$ cat src/rtl/cmd_parser.sv
// rtl/cmd_parser.sv - multi-channel ASCII <letter><digits> command parser with K/? response register
module cmd_parser #(
  parameter int NUM_CH      = 4,
  parameter int DIGITS      = 3,
  parameter int VAL_W       = 10,
  parameter int MAX_VAL     = 999,
  parameter int TIMEOUT_CYC = 1200000
) (
  input  logic                    clk,
  input  logic                    rst,
  input  logic [7:0]              rx_data,
  input  logic                    rx_valid,
  output logic [7:0]              tx_data,
  output logic                    tx_valid,
  input  logic                    tx_ready,
  output logic [NUM_CH*VAL_W-1:0] value,
  output logic [NUM_CH-1:0]       update,
  output logic [7:0]              err_cnt
);
  localparam int AW = 4 * DIGITS;
  localparam int KW = (DIGITS > 1) ? $clog2(DIGITS) : 1;
  localparam int CW = (NUM_CH > 1) ? $clog2(NUM_CH) : 1;
  localparam int TW = $clog2(TIMEOUT_CYC + 1);
  localparam logic [KW-1:0] K_LAST = KW'(DIGITS - 1);
  localparam logic [TW-1:0] T_LAST = TW'(TIMEOUT_CYC - 1);
  localparam logic [31:0]   MAX_V  = 32'(MAX_VAL);
  localparam logic [AW-1:0] TEN    = AW'(10);

  typedef enum logic {IDLE, COLLECT} state_t;

  state_t        state, state_nx;
  logic [CW-1:0] ch, ch_nx;
  logic [AW-1:0] acc, acc_nx;
  logic [KW-1:0] k, k_nx;
  logic [TW-1:0] tmo, tmo_nx;
  logic          done_nx, rej_nx, tmo_ev_nx;

  // Events are registered once so every visible effect lands one edge after the byte.
  logic          ev_done, ev_rej, ev_tmo;
  logic [AW-1:0] ev_acc;
  logic [CW-1:0] ev_ch;

  logic [7:0] ldiff;
  logic       is_letter, is_digit;

  assign ldiff     = rx_data - 8'h53;
  assign is_letter = (rx_data >= 8'h53) && (ldiff < 8'(NUM_CH));
  assign is_digit  = (rx_data >= 8'h30) && (rx_data <= 8'h39);

  always_ff @(posedge clk) begin
    if (rst) begin
      state   <= IDLE;
      ch      <= '0;
      acc     <= '0;
      k       <= '0;
      tmo     <= '0;
      ev_done <= 1'b0;
      ev_rej  <= 1'b0;
      ev_tmo  <= 1'b0;
      ev_acc  <= '0;
      ev_ch   <= '0;
    end else begin
      state   <= state_nx;
      ch      <= ch_nx;
      acc     <= acc_nx;
      k       <= k_nx;
      tmo     <= tmo_nx;
      ev_done <= done_nx;
      ev_rej  <= rej_nx;
      ev_tmo  <= tmo_ev_nx;
      ev_acc  <= acc_nx;
      ev_ch   <= ch;
    end
  end

  always_comb begin
    state_nx  = state;
    ch_nx     = ch;
    acc_nx    = acc;
    k_nx      = k;
    tmo_nx    = tmo;
    done_nx   = 1'b0;
    rej_nx    = 1'b0;
    tmo_ev_nx = 1'b0;
    case (state)
      IDLE: begin
        if (rx_valid && is_letter) begin
          state_nx = COLLECT;
          ch_nx    = ldiff[CW-1:0];
          acc_nx   = '0;
          k_nx     = '0;
          tmo_nx   = '0;
        end
      end
      COLLECT: begin
        if (rx_valid) begin
          tmo_nx = '0;
          if (is_digit) begin
            acc_nx = acc * TEN + AW'(rx_data[3:0]);
            if (k == K_LAST) begin
              state_nx = IDLE;
              done_nx  = 1'b1;
            end else begin
              k_nx = k + 1'b1;
            end
          end else begin
            state_nx = IDLE;
            rej_nx   = 1'b1;
          end
        end else if (tmo == T_LAST) begin
          state_nx  = IDLE;
          tmo_ev_nx = 1'b1;
          tmo_nx    = '0;
        end else begin
          tmo_nx = tmo + 1'b1;
        end
      end
      default: state_nx = IDLE;
    endcase
  end

  logic       resp_ok, resp_new, err_inc;
  logic [7:0] resp_byte;

  always_comb begin
    resp_ok   = ev_done && (32'(ev_acc) <= MAX_V);
    resp_new  = ev_done || ev_rej;
    resp_byte = resp_ok ? 8'h4B : 8'h3F;
    err_inc   = ev_rej || ev_tmo || (ev_done && !resp_ok);
  end

  always_ff @(posedge clk) begin
    if (rst) begin
      value    <= '0;
      update   <= '0;
      tx_valid <= 1'b0;
      tx_data  <= 8'h00;
      err_cnt  <= 8'h00;
    end else begin
      update <= '0;
      for (int i = 0; i < NUM_CH; i++) begin
        if (resp_ok && ev_ch == CW'(i)) begin
          value[i*VAL_W +: VAL_W] <= VAL_W'(ev_acc);
          update[i]               <= 1'b1;
        end
      end
      // A handshake in the same cycle frees the slot; otherwise a new response is dropped.
      if (resp_new && (!tx_valid || tx_ready)) begin
        tx_valid <= 1'b1;
        tx_data  <= resp_byte;
      end else if (tx_valid && tx_ready) begin
        tx_valid <= 1'b0;
      end
      if (err_inc && err_cnt != 8'hFF)
        err_cnt <= err_cnt + 8'h01;
    end
  end
endmodule

$ cat config.mk
export PLATFORM = sky130hd
export DESIGN_NAME = cmd_parser
export DESIGN_NICKNAME = d
export VERILOG_FILES = /design/src/rtl/cmd_parser.sv
export SDC_FILE = /design/constraint.sdc
export NUM_CORES = 1
export LEC_CHECK = 0
export CORE_MARGIN = 2
export CORE_UTILIZATION = 40
export DETAILED_ROUTE_END_ITERATION = 7
export SKIP_CTS_REPAIR_TIMING = 1
export SLEW_MARGIN = 5
export SYNTH_ARGS = -nofsm -noshare
export SYNTH_HDL_FRONTEND = slang
export SYNTH_SLANG_ARGS = --single-unit
$ cat constraint.sdc
create_clock -name clk -period 3.12 [get_ports clk]
set_input_delay 0.624 -clock clk [delete_from_list [all_inputs] [get_ports clk]]
set_output_delay 0.624 -clock clk [all_outputs]
set_load 0.01 [all_outputs]
==> results.cfg, run 1 <==
[grt]
grt_max_degree = 70
grt_pass1_wl_mm = 19.4
grt_pass1_vias = 3956
grt_antenna_before_repair = 0
grt_overflow = 0
grt_use_total_pct = 18.4

[floorplanning]
dieHeight_um = 115
initial_core_util_pct = 40.9
dieWidth_um = 115
ios = 73
core_mm2 = 0.0120
rows = 40
die_area_mm2 = 0.0131

[placed_design]
gp_congestion = 0.816
place_inst = 755
hpwl_mm = 8.55
place_area_mm2 = 0.00578
numPortBuffers = 71
dp_slack_ps = 115

[synth]
synth_area_mm2 = 0.00490
synth.distinct_cells = 62
avgSynthCellArea_um2 = 8.92
synth_cells = 549
synth_edf_count = 0
synth_nets = 588
synthArstFlopShare_pct = 0
ys_ff_latch = 99
ys_seq_area_share_pct = 40.5
synthFlopType = dfxtp_1
yosys_warnings = 0

[sta]
tightest_slew_ps = 1030
rsz0062_at_grt = false
finalCriticalPeriod_ps = 2920
skew_ps = 6.32
fin_crit_sh_pct = 93.7
fmax_ghz = 0.342
slew_viol_final = 0
setup_viol = 0
hold_viol_final = 0
maxSlewHeadroom_pct = 30.9
worst_slack_ps = 196
whs_ps = 472
fin_setup_tns_ps = 0

[route]
avgViaCountPerCell = 5.39
drc = 0
wl_mm = 11.8
firstDrtPassIters = 4
num_vias = 4157
drt_iter0_drc = 208
avgRoutedWirePerCell_um = 15.3
ant_nets = 0

[cells_and_area]
n_antenna_cell = 0
syn2layout_area_growth_pct = 24.6
final_cells = 771
final_core_util_pct = 51.0
multi_input_area_mm2 = 0.00273
layout-drive-gt1-share_pct = 7.69
n_fill_cell = 1135
design_area_mm2 = 0.00610
regArea_mm2 = 0.00198
nets = 658

[clocking]
cts.htree.levels = 3
clk_pin_slew_ps = 70
cts_buffers = 9
cts_root_buf = clkbuf_16
cts.sinks = 99
clkLatencyLatePin_ps = 340
cts_buffer_depth = 2
cts_tree = built

[power]
p_per_area_mw_per_mm2 = 410
finalPower_mw = 2.50
peakVddDrop_uv = 225
p_leak_nw = 2.23

[worst_hold_path]
hold_depth = 1
hold_path.class = reg2reg
whs_endpoint = ev_ch[1]
min_from = ch[1]

[critical_path]
r2r_slack_ps = 200
worstSetupStartpointType = register
end_kind = register
r2r-end = ev_acc[9]
critPathMaxFanout = 7
cp.required_ps = 3360
timing.rr.start = ev_acc[2]
reg2regPathDepth = 8
path_class = reg2reg
critPathArrivalTime_ps = 3160

[run]
max-cap-violations = 0

[outcome]
status = complete, no violations
critical path: stages (launching register included):
cell	delay (ps)
dfxtp_1	490
ha_1	330
fa_1	500
xnor2_1	190
nor3_2	240
or4b_1	470
a221oi_2	320
xnor2_1	90
a22o_1	190
cell families (layout without fill, tap and decap cells):
group / after synthesis / after routing / synth area share (%)
AND/OR/NAND/NOR: 219 / 219 / 22.1
XOR/XNOR: 18 / 18 / 3.22
AO/OA/AOI/OAI: 102 / 102 / 14.3
other: 1 / 1 / 0.0766
multiplexers: 42 / 42 / 8.61
adder cells (fa/ha/maj): 27 / 27 / 7.21
buffers and inverters: 41 / 116 / 4.04
flip-flops: 99 / 99 / 40.5
placed cells by master (no fill, tap or decap), drive strengths merged, types with 15 or more instances in the layout:
master         instances
nor2                  92
mux2i                 41
xnor2                 15
dfxtp                 99
a21oi                 28
clkdlybuf4s50         70
nand3                 16
ha                    25
nor3                  21
nand2                 32
buf                   19
o21ai                 19
layer usage:
metal / vias up / track usage, % / part of all wire (%)
li1: 2115 / - / -
met1: 1965 / 24.5 / 48
met2: 72 / 31.4 / 48
met3: 5 / 2.70 / 3.2
met4: 0 / 4.63 / 0.62
met5: - / 0 / 0
cell usage after synthesis, drive strengths merged (7+ instances only):
cell type | n | area share [%]
dfxtp | 99 | 40
nor2 | 92 | 7.1
mux2i | 41 | 8.4
nand2 | 32 | 2.5
a21oi | 28 | 2.9
ha | 25 | 6.4
nor3 | 21 | 2.2
o21ai | 19 | 1.9
clkbuf | 17 | 1.3
nand3 | 16 | 1.6
xnor2 | 15 | 2.7
a311oi | 13 | 2.3
buf | 13 | 1.9
inv | 11 | 0.84
nor4 | 10 | 1.6
a211oi | 7 | 1.2
nor2b | 7 | 0.89
registers in the layout (all words and copies together) (netlist names), 3 cells and up:
signal / count
update: 4
tmo: 21
ev_acc: 12
err_cnt: 8
value: 40
tx_data: 3
worst max-delay path by stage:
| stage | from | endpoint | slack, ps | cells past startpoint |
|---|---|---|---|---|
| 2_1_floorplan | ev_acc[1] | ev_acc[9] | 260 | 9 |
| 3_3_place_gp | rx_data[3] | ev_acc[9] | 160 | 8 |
| 3_5_place_dp | rx_data[1] | ev_acc[9] | 120 | 9 |
| 4_1_cts | ev_acc[1] | ev_acc[9] | 230 | 9 |
| 5_1_grt | ev_acc[2] | ev_acc[11] | 60 | 8 |
| 6_report | ev_acc[2] | ev_acc[9] | 200 | 8 |
report_power, final:
group | switching [mW] | internal, mW | total, mW | leakage [nW]
clock | 0.513 | 0.661 | 1.17 | 0.157
sequential | 0.000561 | 1.26 | 1.26 | 0.797
combinational | 0.0381 | 0.0235 | 0.0615 | 1.28
area by class of cell:
| class | instances | share of cell area [%] |
|---|---|---|
| Clock buffer | 10 | 3.92 |
| Clock inverter | 6 | 1.33 |
| Inverter | 11 | 0.677 |
| Multi-Input combinational cell | 409 | 44.8 |
| Sequential cell | 99 | 32.5 |
| Tap cell | 147 | 3.02 |
| Timing Repair Buffer | 89 | 13.8 |
(Power assumes the default switching activity.)
==> inputs of run 2 (changes only) <==
Settings changed: CORE_UTILIZATION 40 to 54, PLACE_DENSITY set to 0.8.
==> results.cfg, run 2 (synthesis results as in run 1) <==
[grt]
grt_util_met3_pct = 4.57
grt_util_met1_pct = 32.2
busiest_layer = met2
grt_use_total_pct = 25.0
grt_antenna_before_repair = 0
grt_pass1_vias = 4103
grt_pass1_wl_mm = 19.8
grtUsageMet2_pct = 40.5
grt_max_degree = 53
grt_overflow = 0

[critical_path]
critPathArrivalTime_ps = 3230
r2r_slack_ps = 170
endpoint = ev_acc[9]
cp.required_ps = 3400
critPathSlowestCell = or4b_1
timing.rr.start = ev_acc[1]
max_stage_delay_ps = 490
r2r-end = ev_acc[9]
worstSetupStartpointType = register
end_kind = register
cp-startpoint = ev_acc[1]
crit_chain = ha_1, ha_1, fa_1, xnor2_1, nor3_2, or4b_1, a221oi_2, xnor2_1, a22o_1
reg2regPathDepth = 9
critPathMaxFanout = 4
path_class = reg2reg

[sta]
fin_crit_sh_pct = 94.7
maxSlewHeadroom_pct = 28.4
slew_viol_final = 0
finalCriticalPeriod_ps = 2950
hold_viol_final = 0
setup_viol = 0
skew_ps = 16.7
fin_setup_tns_ps = 0
fmax_ghz = 0.339
rsz0062_at_grt = false
worst_slack_ps = 167
tightest_slew_ps = 1070

[route]
num_vias = 4395
wl_mm = 12.2
avgViaCountPerCell = 5.98
avgRoutedWirePerCell_um = 16.7
firstDrtPassIters = 5
ant_nets = 0
drt_iter0_drc = 296
drc = 0

[clocking]
cts.sinks = 99
cts_root_buf = clkbuf_8
clkLatencyLatePin_ps = 380
cts.htree.levels = 3
cts_buffer_depth = 2
cts_buffers = 9
cts_tree = built
clk_pin_slew_ps = 110

[floorplanning]
die_area_mm2 = 0.00984
dieWidth_um = 99.2
initial_core_util_pct = 55.9
dieHeight_um = 99.2
ios = 73
core_mm2 = 0.00876
rows = 34

[placed_design]
gp_congestion = 0.933
hpwl_mm = 8.70
dp_slack_ps = 83.0
numPortBuffers = 71

[worst_hold_path]
hold_path.class = reg2reg

[power]
finalPower_mw = 2.16
clkPwrFrac_pct = 38.6
p_per_area_mw_per_mm2 = 363
p_switching_mw = 0.553
comb_power_share_pct = 2.9
p_leak_nw = 2.19
peakVddDrop_uv = 202
p_sw_share_pct = 25.6
p_int_mw = 1.61
seqPwrFrac_pct = 58.5

[cells_and_area]
syn2layout_area_growth_pct = 21.8
final_cell_mix = dfxtp_1 (99), nor2_1 (92), clkdlybuf4s50_1 (70)
layout-drive-gt1-share_pct = 7.99
final_core_util_pct = 68.0
layout_commonest_cell = dfxtp_1
reg_top3 = value x40, tmo x21, ev_acc x12
nets = 660
largest_reg_flops = 40
regMostFlops = value

[outcome]
status = complete, no violations

[run]
max-cap-violations = 0
run 2: area by class of cell:
class / instances / area [µm²]
Multi-Input combinational cell: 409 / 2730
Inverter: 11 / 41.3
Antenna cell: 1 / 2.50
Clock buffer: 9 / 124
Clock inverter: 7 / 76.3
Timing Repair Buffer: 91 / 868
Fill cell: 672 / 2800
Tap cell: 108 / 135
Sequential cell: 99 / 1980
run 2: routing by layer:
| layer | share of wire (%) | vias up |
|---|---|---|
| met5 | 0 | - |
| met4 | 2.5 | 0 |
| met3 | 5.5 | 32 |
| met2 | 49 | 164 |
| met1 | 43 | 2084 |
| li1 | - | 2115 |
run 2: worst min path at each step:
stage	start	endpoint	slack [ps]	cells past startpoint
2_1_floorplan	ch[1]	ev_ch[1]	440	1
5_1_grt	k[0]	k[0]	510	2
6_report	tx_data[3]	tx_data[3]	480	2
3_3_place_gp	k[0]	k[0]	460	2
3_5_place_dp	tx_data[3]	tx_data[3]	470	2
4_1_cts	tx_data[3]	tx_data[3]	480	2
run 2: worst max-delay path: cells and delay by family, from the launching register on:
kind,cells,cell delay (ps)
adders and majority gates,3,980
and+or+nand+nor,2,750
AOI/OAI and AO/OA,2,500
DFF,1,330
xor gates and xnor gates,2,290
run 2: through the flow:
step,area [µm²],cells,hold slack (ps)
after floorplan,4900,549,438
after global placement,5750,718,464
after detailed placement,5750,718,466
after CTS,5950,734,482
after global routing,5960,734,511
final,5960,735,482
run 2: power by group through the flow:
stage          registers, mW  logic [mW]  clock network (mW)
5_1_grt                 1.26      0.0686               0.901
3_5_place_dp            1.29      0.0618                   0
6_report                1.26      0.0623               0.835
4_1_cts                 1.26      0.0621               0.845
3_3_place_gp            1.29      0.0607                   0
2_1_floorplan           1.29      0.0326                   0
==> inputs of run 3 (changes only) <==
Settings changed: ABC_AREA set to 1, CORE_UTILIZATION 54 to 55, GPL_TIMING_DRIVEN set to 0, HOLD_SLACK_MARGIN set to 0.12, PLACE_DENSITY 0.8 to 0.81.
==> results.cfg, run 3 <==
[critical_path]
worstSetupStartpointType = register
path_class = reg2reg
timing.rr.start = ev_acc[3]
cp.required_ps = 3430
critPathSlowestCell = dfxtp_1
end_kind = register
r2r-end = ev_acc[10]
reg2regPathDepth = 13
crit_chain = ha_1, ha_1, fa_1, nand2_1, inv_1, nand4_1, nand2_1, nand3_1, nor2_1, nand2_1, nand2_1, nand3_1, a21oi_1
cp-startpoint = ev_acc[3]
r2r_slack_ps = 350
critPathArrivalTime_ps = 3080
cp_common_cell = nand2_1
critPathMaxFanout = 8
max_stage_delay_ps = 630

[placed_design]
numPortBuffers = 70
dp_slack_ps = 362
hpwl_mm = 9.47
gp_congestion = 0.884

[cells_and_area]
n_antenna_cell = 0
layout-drive-gt1-share_pct = 10.1
regArea_mm2 = 0.00198
layout_commonest_cell = nand2_1
n_fill_cell = 713
regMostFlops = value
reg_top3 = value x40, tmo x21, ev_acc x12
final_cell_mix = nand2_1 (140), nor2_1 (106), dfxtp_1 (99)
multi_input_area_mm2 = 0.00265
syn2layout_area_growth_pct = 20.6
largest_reg_flops = 40
nets = 814

[route]
num_vias = 4843
firstDrtPassIters = 5
ant_nets = 0
avgViaCountPerCell = 5.45
avgRoutedWirePerCell_um = 14.5
wl_mm = 12.9
drt_iter0_drc = 270
drc = 0

[grt]
grt_overflow = 0
busiest_layer = met2
grt_util_met1_pct = 32.0
grt_use_total_pct = 26.7
grt_pass1_vias = 4669
grt_max_degree = 21
grt_antenna_before_repair = 0
grt_util_met3_pct = 6.11
grt_pass1_wl_mm = 21.4
grtUsageMet2_pct = 47.6

[synth]
synthArstFlopShare_pct = 0
synth_nets = 733
synth.distinct_cells = 44
synth_area_mm2 = 0.00501
yosysMostFrequentCell = nand2_1
synth_cells = 694
yosys_warnings = 0
avgSynthCellArea_um2 = 7.22
ys_ff_latch = 99
yosysTopAreaCell = dfxtp_1
synth_commonest_cells = nand2_1 (140), nor2_1 (106), dfxtp_1 (99)
synth_area_leaders = dfxtp_1 (40%), nand2_1 (10%), nor2_1 (7.9%), ha_1 (6.2%), a21oi_1 (5.2%)
synth_top_area_share_pct = 39.6
synth_edf_count = 0
synthFlopType = dfxtp_1
ys_seq_area_share_pct = 39.6

[sta]
slew_viol_final = 0
fmax_ghz = 0.361
fin_setup_tns_ps = 0
maxSlewHeadroom_pct = 57.5
worst_slack_ps = 352
fin_crit_sh_pct = 88.7
tightest_slew_ps = 637
hold_viol_final = 0
setup_viol = 0
skew_ps = 21.0
rsz0062_at_grt = false
finalCriticalPeriod_ps = 2770

[worst_hold_path]
min_from = ch[0]
whs_endpoint = ev_ch[0]
hold_depth = 2
hold_path.class = reg2reg

[clocking]
cts.htree.levels = 3
cts_root_buf = clkbuf_8
cts.sinks = 99
clk_pin_slew_ps = 110
cts_buffer_depth = 2
clkLatencyLatePin_ps = 380
cts_buffers = 9
cts_tree = built

[power]
p_leak_nw = 2.57
p_per_area_mw_per_mm2 = 361
peakVddDrop_uv = 243
finalPower_mw = 2.18

[run]
max-cap-violations = 0

[floorplanning]
die_area_mm2 = 0.00989
rows = 34
dieHeight_um = 99.4
initial_core_util_pct = 57.2
dieWidth_um = 99.4
core_mm2 = 0.00876
ios = 73

[outcome]
status = complete, no violations
-- run 3: cell types whose count changed after synthesis, moves of 9 or more --
cell / before / now
xnor2_1: 15 / 4
o21ai_0: 18 / 51
nor3_1: 20 / 9
nand2_1: 32 / 140
nand3_1: 16 / 36
mux2i_1: 41 / 0
o21ai_1: 1 / 10
a311oi_1: 13 / 0
inv_1: 11 / 53
a21oi_1: 28 / 52
nor2_1: 92 / 106
inv_2: 0 / 14
-- run 3: layer usage --
layer | part of all wire, % | wire [µm] | up-vias
li1 | - | - | 2429
met5 | 0 | 0 | -
met2 | 51 | 6540 | 128
met1 | 42 | 5440 | 2266
met3 | 5.3 | 680 | 20
met4 | 1.6 | 210 | 0
-- run 3: final cells by class --
type | count | share of cell area [%]
Buffer | 23 | 1.99
Tap cell | 108 | 2.24
Timing Repair Buffer | 70 | 11.6
Multi-Input combinational cell | 504 | 43.9
Clock inverter | 7 | 1.22
Sequential cell | 99 | 32.8
Clock buffer | 9 | 2.05
Inverter | 68 | 4.25
-- run 3: where the power goes --
| group | leakage (nW) | internal (mW) | switching (mW) |
|---|---|---|---|
| clock network | 0.104 | 0.324 | 0.516 |
| logic | 1.67 | 0.0257 | 0.0470 |
| registers | 0.797 | 1.26 | 0.00163 |
-- run 3: how the worst max path moves through the flow --
stage	to	depth (start not counted)	slack [ps]
after floorplan	ev_acc[10]	12	820
after global placement	ev_acc[11]	13	430
after detailed placement	ev_acc[11]	13	360
after CTS	ev_acc[10]	13	390
after global routing	ev_acc[10]	13	150
final	ev_acc[10]	13	350
-- run 3: worst max-delay path, delay by kind of cell, from the launching register on --
kind | cells | cell delay [ps]
flip-flops | 1 | 630
buffers and inverters | 1 | 50
AND/OR/NAND/NOR | 8 | 780
adder cells (fa/ha/maj) | 3 | 1140
AO/OA/AOI/OAI | 1 | 120
-- run 3: cells by family after synthesis --
| kind of cell | after synthesis | share of synthesized area [%] |
|---|---|---|
| and+or+nand+nor | 338 | 30.1 |
| AOI/OAI and AO/OA | 128 | 13.9 |
| DFF | 99 | 39.6 |
| buffers and inverters | 91 | 7.52 |
| adders and majority gates | 27 | 7.04 |
| xor gates and xnor gates | 10 | 1.75 |
| other | 1 | 0.0749 |
-- run 3: per-stage QoR --
| step | cell area [µm²] | util (%) | hold WS [ps] | std cells |
|---|---|---|---|---|
| floorplan | 5010 | - | 410 | 694 |
| global placement | 5840 | 66.7 | 434 | 872 |
| detailed placement | 5840 | 66.7 | 438 | 872 |
| CTS | 6040 | 68.9 | 445 | 888 |
| global route | 6040 | 68.9 | 467 | 888 |
| finish | 6040 | 68.9 | 441 | 888 |
